$ cat config.mk
export PLATFORM = sky130hd
export DESIGN_NAME = mgr_noc_locl_arb_flat
export DESIGN_NICKNAME = d
export VERILOG_FILES = /design/src/rtl/mgr_noc_locl_arb_if.sv /design/src/rtl/mgr_noc_locl_arb.sv /design/src/flat_wrapper.sv
export SDC_FILE = /design/constraint.sdc
export NUM_CORES = 1
export LEC_CHECK = 0
export BUFFER_PORTS_ARGS = -buffer_cell sky130_fd_sc_hd__buf_2
export CAP_MARGIN = 20
export CORE_ASPECT_RATIO = 1.25
export CORE_MARGIN = 2
export CORE_UTILIZATION = 40
export DETAILED_ROUTE_END_ITERATION = 10
export PLACE_DENSITY_LB_ADDON = 0.12
export REMOVE_ABC_BUFFERS = 1
export SKIP_CTS_REPAIR_TIMING = 1
export SLEW_MARGIN = 20
export SYNTH_ARGS = -nofsm -noshare
export SYNTH_HDL_FRONTEND = slang
export SYNTH_SLANG_ARGS = --single-unit
$ cat constraint.sdc
create_clock -name clk -period 7.2 [get_ports clk]
set_input_delay 1.44 -clock clk [delete_from_list [all_inputs] [get_ports clk]]
set_output_delay 1.44 -clock clk [all_outputs]
set_load 0.02 [all_outputs]
$ cat src/rtl/mgr_noc_locl_arb_if.sv
// Local-packet bus between the requesters, the arbiter and the manager NoC controller.
// The arbiter uses the slave view; the sources and NoC side use the master view.
interface mgr_noc_locl_arb_if #(
  parameter int NUM_REQ = 4,
  parameter int TYPE_W  = 2,
  parameter int PTYPE_W = 3,
  parameter int DEST_W  = 2,
  parameter int DATA_W  = 64
);
  logic [NUM_REQ-1:0]         req__arb__valid;
  logic [2*NUM_REQ-1:0]       req__arb__cntl;
  logic [TYPE_W*NUM_REQ-1:0]  req__arb__type;
  logic [PTYPE_W*NUM_REQ-1:0] req__arb__ptype;
  logic [DEST_W*NUM_REQ-1:0]  req__arb__desttype;
  logic [NUM_REQ-1:0]         req__arb__pvalid;
  logic [DATA_W*NUM_REQ-1:0]  req__arb__data;
  logic [NUM_REQ-1:0]         arb__req__ready;

  logic                       locl__noc__dp_valid;
  logic [1:0]                 locl__noc__dp_cntl;
  logic [TYPE_W-1:0]          locl__noc__dp_type;
  logic [PTYPE_W-1:0]         locl__noc__dp_ptype;
  logic [DEST_W-1:0]          locl__noc__dp_desttype;
  logic                       locl__noc__dp_pvalid;
  logic [DATA_W-1:0]          locl__noc__dp_data;
  logic                       noc__locl__dp_ready;

  modport slave (
    input  req__arb__valid, req__arb__cntl, req__arb__type, req__arb__ptype,
    input  req__arb__desttype, req__arb__pvalid, req__arb__data,
    output arb__req__ready,
    output locl__noc__dp_valid, locl__noc__dp_cntl, locl__noc__dp_type, locl__noc__dp_ptype,
    output locl__noc__dp_desttype, locl__noc__dp_pvalid, locl__noc__dp_data,
    input  noc__locl__dp_ready
  );

  modport master (
    output req__arb__valid, req__arb__cntl, req__arb__type, req__arb__ptype,
    output req__arb__desttype, req__arb__pvalid, req__arb__data,
    input  arb__req__ready,
    input  locl__noc__dp_valid, locl__noc__dp_cntl, locl__noc__dp_type, locl__noc__dp_ptype,
    input  locl__noc__dp_desttype, locl__noc__dp_pvalid, locl__noc__dp_data,
    output noc__locl__dp_ready
  );
endinterface

$ cat src/rtl/mgr_noc_locl_arb.sv
// Round-robin, packet-atomic arbiter for the manager local-to-NoC port, output through a 2-entry FIFO.
// Optional locked-packet idle watchdog: define MGR_NOC_LOCL_ARB_WATCHDOG_EN.
module mgr_noc_locl_arb #(
  parameter int NUM_REQ  = 4,
  parameter int TYPE_W   = 2,
  parameter int PTYPE_W  = 3,
  parameter int DEST_W   = 2,
  parameter int DATA_W   = 64,
  parameter int WDOG_CYC = 255
) (
  input  logic              clk,
  input  logic              reset_poweron_n,
  mgr_noc_locl_arb_if.slave bus,
  output logic              arb__busy,
  output logic [2:0]        arb__owner,
  output logic              arb__err
);
  localparam int BEAT_W = 2 + TYPE_W + PTYPE_W + DEST_W + 1 + DATA_W;
  localparam logic [1:0] CNTL_SOM = 2'b01;

  typedef enum logic {IDLE, LOCKED} state_t;

  state_t             state_reg, state_next;
  logic [2:0]         rr_ptr_reg, rr_ptr_next;
  logic [2:0]         owner_reg, owner_next;
  logic [2:0]         winner, sel;
  logic [3:0]         arb_pos;
  logic               found, sel_valid, space, push, pop, wdog_abort;
  logic [7:0]         valid_pad;
  logic [BEAT_W-1:0]  beat_pad [8];
  logic [BEAT_W-1:0]  beat_sel, head_reg, tail_reg;
  logic [1:0]         sel_cntl;
  logic [1:0]         count_reg;
  logic [NUM_REQ-1:0] ready_vec;

  function automatic logic [2:0] rr_inc(input logic [2:0] x);
    return (x == 3'(NUM_REQ - 1)) ? 3'd0 : x + 3'd1;
  endfunction

  // Requester lanes padded to 8 so a 3-bit index is always in range.
  assign valid_pad = 8'(bus.req__arb__valid);

  genvar gi;
  generate
    for (gi = 0; gi < 8; gi++) begin : g_beat
      if (gi < NUM_REQ) begin : g_req
        assign beat_pad[gi] = {bus.req__arb__cntl[2*gi +: 2],
                               bus.req__arb__type[TYPE_W*gi +: TYPE_W],
                               bus.req__arb__ptype[PTYPE_W*gi +: PTYPE_W],
                               bus.req__arb__desttype[DEST_W*gi +: DEST_W],
                               bus.req__arb__pvalid[gi],
                               bus.req__arb__data[DATA_W*gi +: DATA_W]};
      end else begin : g_none
        assign beat_pad[gi] = '0;
      end
    end
  endgenerate

  always_comb begin
    winner  = '0;
    found   = 1'b0;
    arb_pos = '0;
    for (int i = 0; i < NUM_REQ; i++) begin
      arb_pos = 4'(rr_ptr_reg) + 4'(i);
      if (arb_pos >= 4'(NUM_REQ)) arb_pos = arb_pos - 4'(NUM_REQ);
      if (!found && valid_pad[arb_pos[2:0]]) begin
        winner = arb_pos[2:0];
        found  = 1'b1;
      end
    end
  end

  assign sel       = (state_reg == LOCKED) ? owner_reg : winner;
  assign sel_valid = (state_reg == LOCKED) ? valid_pad[owner_reg] : found;
  assign space     = (count_reg != 2'd2);
  assign push      = space & sel_valid;
  assign pop       = (count_reg != 2'd0) & bus.noc__locl__dp_ready;
  assign beat_sel  = beat_pad[sel];
  assign sel_cntl  = beat_sel[BEAT_W-1 -: 2];

  // Ready is masked during reset so a requester mid-packet cannot see a stray grant.
  generate
    for (gi = 0; gi < NUM_REQ; gi++) begin : g_ready
      assign ready_vec[gi] = reset_poweron_n & space & (sel == 3'(gi)) &
                             ((state_reg == LOCKED) | found);
    end
  endgenerate
  assign bus.arb__req__ready = ready_vec;

  always_ff @(posedge clk or negedge reset_poweron_n) begin
    if (!reset_poweron_n) begin
      head_reg  <= '0;
      tail_reg  <= '0;
      count_reg <= 2'd0;
    end else begin
      if (push && (count_reg == 2'd0 || (count_reg == 2'd1 && pop)))
        head_reg <= beat_sel;
      else if (pop && count_reg == 2'd2)
        head_reg <= tail_reg;
      if (push && count_reg == 2'd1 && !pop)
        tail_reg <= beat_sel;
      count_reg <= count_reg + 2'(push) - 2'(pop);
    end
  end

  assign bus.locl__noc__dp_valid = (count_reg != 2'd0);
  assign {bus.locl__noc__dp_cntl, bus.locl__noc__dp_type, bus.locl__noc__dp_ptype,
          bus.locl__noc__dp_desttype, bus.locl__noc__dp_pvalid, bus.locl__noc__dp_data} = head_reg;

  always_ff @(posedge clk or negedge reset_poweron_n) begin
    if (!reset_poweron_n) begin
      state_reg  <= IDLE;
      rr_ptr_reg <= 3'd0;
      owner_reg  <= 3'd0;
    end else begin
      state_reg  <= state_next;
      rr_ptr_reg <= rr_ptr_next;
      owner_reg  <= owner_next;
    end
  end

  always_comb begin
    state_next  = state_reg;
    rr_ptr_next = rr_ptr_reg;
    owner_next  = owner_reg;
    case (state_reg)
      IDLE: begin
        if (push) begin
          owner_next = winner;
          if (sel_cntl == CNTL_SOM) state_next  = LOCKED;
          else                      rr_ptr_next = rr_inc(winner);
        end
      end
      LOCKED: begin
        // cntl[1] marks EOM and SOM_EOM; a watchdog abort leaves the packet unterminated.
        if ((push && sel_cntl[1]) || wdog_abort) begin
          state_next  = IDLE;
          rr_ptr_next = rr_inc(owner_reg);
        end
      end
      default: state_next = IDLE;
    endcase
  end

  assign arb__busy  = (state_reg == LOCKED);
  assign arb__owner = owner_reg;

`ifdef MGR_NOC_LOCL_ARB_WATCHDOG_EN
  logic [7:0] wdog_cnt_reg, wdog_cnt_next;
  logic       err_reg;

  always_comb begin
    wdog_cnt_next = 8'd0;
    wdog_abort    = 1'b0;
    if (state_reg == LOCKED && !push) begin
      wdog_cnt_next = wdog_cnt_reg;
      // Only owner gaps count; a stall from a full FIFO is not the owner's fault.
      if (!valid_pad[owner_reg]) begin
        if (wdog_cnt_reg + 8'd1 == 8'(WDOG_CYC)) begin
          wdog_abort    = 1'b1;
          wdog_cnt_next = 8'd0;
        end else begin
          wdog_cnt_next = wdog_cnt_reg + 8'd1;
        end
      end
    end
  end

  always_ff @(posedge clk or negedge reset_poweron_n) begin
    if (!reset_poweron_n) begin
      wdog_cnt_reg <= 8'd0;
      err_reg      <= 1'b0;
    end else begin
      wdog_cnt_reg <= wdog_cnt_next;
      err_reg      <= err_reg | wdog_abort;
    end
  end

  assign arb__err = err_reg;
`else
  assign wdog_abort = 1'b0;
  assign arb__err   = 1'b0;
`endif
endmodule

$ cat src/flat_wrapper.sv
// flat-port wrapper written by rule: the top's interface ports become plain ports
module mgr_noc_locl_arb_flat 
#(
  parameter int NUM_REQ  = 4,
  parameter int TYPE_W   = 2,
  parameter int PTYPE_W  = 3,
  parameter int DEST_W   = 2,
  parameter int DATA_W   = 64,
  parameter int WDOG_CYC = 255
)
  (clk, reset_poweron_n, arb__busy, arb__owner, arb__err, bus_req__arb__valid, bus_req__arb__cntl, bus_req__arb__type, bus_req__arb__ptype, bus_req__arb__desttype, bus_req__arb__pvalid, bus_req__arb__data, bus_arb__req__ready, bus_locl__noc__dp_valid, bus_locl__noc__dp_cntl, bus_locl__noc__dp_type, bus_locl__noc__dp_ptype, bus_locl__noc__dp_desttype, bus_locl__noc__dp_pvalid, bus_locl__noc__dp_data, bus_noc__locl__dp_ready);
  mgr_noc_locl_arb_if #(.NUM_REQ(NUM_REQ), .TYPE_W(TYPE_W), .PTYPE_W(PTYPE_W), .DEST_W(DEST_W), .DATA_W(DATA_W)) bus_i ();
  input  logic clk;
  input  logic reset_poweron_n;
  output logic arb__busy;
  output logic [2:0] arb__owner;
  output logic arb__err;
  input wire logic [$bits(bus_i.req__arb__valid)-1:0] bus_req__arb__valid;
  input wire logic [$bits(bus_i.req__arb__cntl)-1:0] bus_req__arb__cntl;
  input wire logic [$bits(bus_i.req__arb__type)-1:0] bus_req__arb__type;
  input wire logic [$bits(bus_i.req__arb__ptype)-1:0] bus_req__arb__ptype;
  input wire logic [$bits(bus_i.req__arb__desttype)-1:0] bus_req__arb__desttype;
  input wire logic [$bits(bus_i.req__arb__pvalid)-1:0] bus_req__arb__pvalid;
  input wire logic [$bits(bus_i.req__arb__data)-1:0] bus_req__arb__data;
  output wire logic [$bits(bus_i.arb__req__ready)-1:0] bus_arb__req__ready;
  output wire logic [$bits(bus_i.locl__noc__dp_valid)-1:0] bus_locl__noc__dp_valid;
  output wire logic [$bits(bus_i.locl__noc__dp_cntl)-1:0] bus_locl__noc__dp_cntl;
  output wire logic [$bits(bus_i.locl__noc__dp_type)-1:0] bus_locl__noc__dp_type;
  output wire logic [$bits(bus_i.locl__noc__dp_ptype)-1:0] bus_locl__noc__dp_ptype;
  output wire logic [$bits(bus_i.locl__noc__dp_desttype)-1:0] bus_locl__noc__dp_desttype;
  output wire logic [$bits(bus_i.locl__noc__dp_pvalid)-1:0] bus_locl__noc__dp_pvalid;
  output wire logic [$bits(bus_i.locl__noc__dp_data)-1:0] bus_locl__noc__dp_data;
  input wire logic [$bits(bus_i.noc__locl__dp_ready)-1:0] bus_noc__locl__dp_ready;
  assign bus_i.req__arb__valid = bus_req__arb__valid;
  assign bus_i.req__arb__cntl = bus_req__arb__cntl;
  assign bus_i.req__arb__type = bus_req__arb__type;
  assign bus_i.req__arb__ptype = bus_req__arb__ptype;
  assign bus_i.req__arb__desttype = bus_req__arb__desttype;
  assign bus_i.req__arb__pvalid = bus_req__arb__pvalid;
  assign bus_i.req__arb__data = bus_req__arb__data;
  assign bus_arb__req__ready = bus_i.arb__req__ready;
  assign bus_locl__noc__dp_valid = bus_i.locl__noc__dp_valid;
  assign bus_locl__noc__dp_cntl = bus_i.locl__noc__dp_cntl;
  assign bus_locl__noc__dp_type = bus_i.locl__noc__dp_type;
  assign bus_locl__noc__dp_ptype = bus_i.locl__noc__dp_ptype;
  assign bus_locl__noc__dp_desttype = bus_i.locl__noc__dp_desttype;
  assign bus_locl__noc__dp_pvalid = bus_i.locl__noc__dp_pvalid;
  assign bus_locl__noc__dp_data = bus_i.locl__noc__dp_data;
  assign bus_i.noc__locl__dp_ready = bus_noc__locl__dp_ready;
  mgr_noc_locl_arb #(.NUM_REQ(NUM_REQ), .TYPE_W(TYPE_W), .PTYPE_W(PTYPE_W), .DEST_W(DEST_W), .DATA_W(DATA_W), .WDOG_CYC(WDOG_CYC)) u_core (.clk(clk), .reset_poweron_n(reset_poweron_n), .bus(bus_i), .arb__busy(arb__busy), .arb__owner(arb__owner), .arb__err(arb__err));
endmodule
==> out/results.tsv, run 1 <==
metric	value	unit
initial antenna violation count	3	
IO Pins	387	
largest net degree at the start of global routing	146	
Primary FF master, synth	dfrtp_1	
global route overflow	0	
Critical Path AT	3350	ps
Cells after Synth	867	
Synth area leader	dfrtp_1	
Initial Util	0.406	
Worst-Margin Slew	1180	ps
Yosys top cell area share	0.437	
peak supply drop	0.156	mV
ys async rst share	1.00	
total power	2.00	mW
Finish-stage setup viols	0	
startpoint types	flip-flop	
Worst Setup End Kind	primary output	
post-DR wirelength/cell	19.5	um
routability cong.	0.859	
clock root buffer	clkbuf_16	
Final Max Tran Viols	0	
final wirelength	29400	um
Synth area leaders	dfrtp_1 44%, mux2i_1 17%, o221ai_1 7.0%	
fmax	209	MHz
Initial DRC Count	413	
share of cells above drive strength 1	0.369	
final hold violations	0	
period utilisation layout	0.665	
Switch Pwr	451	uW
die height	172	um
register bit total from synthesis	157	
area grow syn2layout	30.7	%
Min Clock Period, post-route	4790	ps
Clk pwr share	0.477	
Worst-Skew Late Latency	420	ps
most frequent cells after synthesis	163 x nand2_1, 157 x dfrtp_1, 152 x mux2i_1	
vias in the first global route	8308	
clk slew on worst S/H paths	60	ps
EDFF count, synth	0	
die area	23700	sq um
skew final	9.12	ps
Chip Width	138	um
Syn. warnings	0	
status	completed	
Sw Ratio	0.226	
Sinks on Clock Net	157	
CTS tree	done	
CTS Buf Count	17	
cell with the most instances after synthesis	nand2_1	
total power density per cell area	170	nW/um^2
GRT Total Usage	0.241	
Cell Area, Synth	8990	sq um
drt pass-1 iters	5	
row count	61	
IO buf count	385	
Max Cap Violations	0	
global-route wire length before repair	45500	um
htree depth	4	
RSZ-0062 raised after global routing	false	
routed vias/inst	5.62	
fin nets	1518	
Routed Antenna Nets	0	
CTS max path bufs	2	
vias after detailed routing	8477	
Worst EP required	5760	ps
register area share after synthesis	0.437	
hold_ws	487	ps
Avg Synthesized Cell Area	10.4	sq um
Remaining DRCs	0	
peak fanout along the critical path	15	
Hold Path Class	reg -> reg	
Combinational Power Share	0.082	
Int Pwr	1.55	mW
dpl hpwl	20200	um
Worst slew margin	0.216	
Pleak	6.96	nW
crit path kind	reg -> out	
Yosys cell types	48	
CORE AREA	22100	sq um
register share of total power	0.442	
-- layer usage --
metal,routed length (um),track usage,vias up
li1,-,-,4029
met2,15100,0.417,301
met5,0,0,-
met1,11900,0.299,4103
met3,1530,0.0445,44
met4,895,0.0985,0
-- worst paths after layout --
check,start,end,slack [ps],cells after the start
worst min register to register,u_core.head_reg[22],u_core.head_reg[22],490,2
min in group asynchronous,reset_poweron_n,u_core.count_reg[1],1030,1
worst min-delay path,u_core.head_reg[22],u_core.head_reg[22],490,2
worst max-delay path,u_core.rr_ptr_reg[0],bus_arb__req__ready[3],2410,8
worst max register to register,u_core.rr_ptr_reg[0],u_core.head_reg[19],2770,10
max in group asynchronous,reset_poweron_n,u_core.tail_reg[35],4940,3
-- cell type report --
type	instances	area [sq um]
clock buffers	17	425
flip-flops and latches	157	3930
well taps	283	354
repair buffers	397	2070
fillers	2085	10400
clock inverters	13	190
multi-input cells	627	4730
inverters	9	33.8
diodes	5	12.5
-- cells by family after synthesis --
kind of cell               share of synthesized area
AOI/OAI and AO/OA                              0.239
and+or+nand+nor                               0.0884
DFF                                            0.437
buffers and inverters                         0.0405
muxes                                          0.184
xor gates and xnor gates                     0.00195
adders and majority gates                    0.00835
other                                       0.000417
-- through the flow --
step	TNS (ps)	worst slack [ps]	instance area [sq um]	cells	util
finish	0	2410	11700	1508	0.531
global route	0	2150	11700	1506	0.530
CTS	0	2400	11700	1501	0.528
detailed placement	0	2300	11100	1471	0.500
global placement	0	2390	11100	1471	0.500
floorplan	-793570	-6580	8660	793	-
-- power groups by stage --
stage | Combinational (mW) | Clock, mW | Sequential [mW]
global placement | 0.162 | 0 | 0.898
CTS | 0.164 | 0.975 | 0.882
finish | 0.163 | 0.952 | 0.882
floorplan | 0.0479 | 0 | 0.899
detailed placement | 0.164 | 0 | 0.898
global route | 0.182 | 1.01 | 0.881
-- layout by cell type (no fill, tap or decap), types with 5 or more instances in the layout --
| master | synthesis | routed |
|---|---|---|
| a22oi_1 | 75 | 75 |
| buf_2 | 33 | 384 |
| buf_4 | 3 | 9 |
| clkbuf_16 | 0 | 17 |
| dfrtp_1 | 157 | 157 |
| diode_2 | 0 | 5 |
| ha_1 | 6 | 6 |
| inv_1 | 8 | 8 |
| mux2i_1 | 152 | 152 |
| nand2_1 | 163 | 160 |
| nor2_1 | 12 | 11 |
| o21ai_0 | 9 | 9 |
| o221ai_1 | 72 | 72 |
| o22a_1 | 72 | 72 |
-- critical path, stage by stage, from the launching register on --
cell	delay (ps)
dfrtp_1	700
inv_1	100
ha_1	490
mux4_2	370
a221o_1	420
and4bb_2	380
o31ai_4	100
nor3_1	180
buf_2	190
No activity file was read; power rests on OpenSTA's default activity.
==> inputs of run 2 (changes only) <==
Clock period 7.2 ns to 4.1 ns, I/O delays scaled along.
==> out/results.tsv, run 2 (synthesis results as in run 1) <==
metric	value	unit	change
share of cells above drive strength 1	0.374		+0.00503
Worst Setup End Kind	primary output		
vias after detailed routing	8532		+0.65%
Initial Util	0.406		unchanged
global route overflow	0		unchanged
Crit path buffers/inverters	2		unchanged
Worst EP required	3280	ps	-2480 ps
vias in the first global route	8209		-1.2%
Pleak	7.00	nW	+0.60%
CTS max path bufs	2		unchanged
skew final	9.57	ps	+0.444 ps
fmax	265	MHz	
final core utilization	0.534		+0.00367
Hold Path Class	in -> async		
commonest non-fill, non-tap cells in the layout	384 x buf_2, 160 x nand2_1, 157 x dfrtp_1, 152 x mux2i_1, 75 x a22oi_1		
clk slew on worst S/H paths	60	ps	about the same
CP Cell Sequence	inv_1 -> ha_1 -> mux4_2 -> a221o_1 -> and4bb_2 -> o31ai_4 -> nor3_1 -> buf_2		
total power density per cell area	279	nW/um^2	+64%
initial antenna violation count	0		-3
routed vias/inst	5.63		+0.12%
most common cell after layout, fill and taps aside	buf_2		
area grow syn2layout	31.6	%	
peak supply drop	0.266	mV	+71%
startpoint types	flip-flop		
Slowest-stage cell, CP	ha_1		
IO Pins	387		unchanged
final hold violations	0		unchanged
Finish-stage setup viols	0		unchanged
Final Max Tran Viols	0		unchanged
routability cong.	0.832		-3.1%
Crit path max-delay family	simple AND/OR/NAND/NOR gates		
Min Clock Period, post-route	3780	ps	
Worst-Margin Slew	727	ps	-449 ps
Routed Antenna Nets	0		unchanged
CTS Buf Count	17		unchanged
dpl hpwl	20200	um	-0.25%
Remaining DRCs	0		unchanged
antenna cells	0		-5
Max Cap Violations	0		unchanged
Worst-Skew Late Latency	420	ps	about the same
htree depth	4		unchanged
crit-path max cell delay	460	ps	-240 ps
CTS tree	done		
final wirelength	28800	um	-2.0%
CORE AREA	22100	sq um	unchanged
Chip Width	138	um	unchanged
drt pass-1 iters	5		unchanged
period utilisation layout	0.921		
DP Area	11300	sq um	+1.7%
die area	23700	sq um	unchanged
status	completed		
die height	172	um	unchanged
global-route wire length before repair	44800	um	-1.4%
peak fanout along the critical path	8		-7
Critical Path AT	2960	ps	-390 ps
row count	61		unchanged
crit path kind	reg -> out		
Worst slew margin	0.516		+0.300
largest net degree at the start of global routing	80		-45%
fin area	11800	sq um	+0.69%
Sinks on Clock Net	157		unchanged
GRT Total Usage	0.237		-0.00479
clock root buffer	clkbuf_16		
RSZ-0062 raised after global routing	false		
Initial DRC Count	405		-1.9%
post-DR wirelength/cell	19.0	um	-2.5%
IO buf count	385		unchanged
fin nets	1529		+0.72%
[run 2: path summary, 6_finish.rpt]
check                                     start                      to  slack (ps)  depth (start not counted)
setup / recovery           u_core.rr_ptr_reg[1]  bus_arb__req__ready[3]         320                          8
hold / removal                  reset_poweron_n    u_core.arb__owner[1]         170                          1
setup reg to reg           u_core.rr_ptr_reg[1]     u_core.head_reg[45]         740                         10
hold reg to reg              u_core.head_reg[8]      u_core.head_reg[8]         490                          2
max in group asynchronous       reset_poweron_n     u_core.tail_reg[24]        3040                          2
min in group clk             u_core.head_reg[8]      u_core.head_reg[8]         490                          2
[run 2: cell type report]
class / count / area (sq um)
clock buffers: 19 / 433
clock inverters: 13 / 108
fillers: 2091 / 10300
inverters: 9 / 33.8
multi-input cells: 627 / 4730
flip-flops and latches: 157 / 3930
well taps: 283 / 354
repair buffers: 408 / 2240
[run 2: report_power, final]
| part | internal, mW | switching [mW] | leakage (nW) |
|---|---|---|---|
| clock | 0.787 | 0.671 | 0.248 |
| combinational | 0.149 | 0.139 | 4.57 |
| sequential | 1.55 | 0 | 2.18 |
| total | 2.49 | 0.810 | 7.00 |
[run 2: worst reg2reg max path, cell delays in order (launching register included)]
cell      delay [ps]
dfrtp_1          340
inv_1             70
ha_1             460
mux4_2           270
a221o_1          240
and4bb_2         300
o31ai_4          360
buf_12           400
mux2i_1          540
o22a_1           210
nand2_1           50
[run 2: stage by stage]
step                setup WS [ps]  setup TNS [ps]  std cells  total power [mW]  hold slack, ps
floorplan                   -8700        -1206110        793              1.66             456
global placement              543               0       1483              1.86             471
detailed placement            526               0       1483              1.87             474
CTS                           295               0       1515              3.34             154
global route                  148               0       1516              3.43             164
finish                        322               0       1516              3.30             175
[run 2: per-layer routing]
layer / GRT usage / up-vias / routed length [um]
li1: - / 4044 / -
met1: 0.294 / 4117 / 11400
met2: 0.411 / 324 / 14900
met3: 0.0448 / 47 / 1660
met4: 0.0905 / 0 / 827
met5: 0 / - / 0
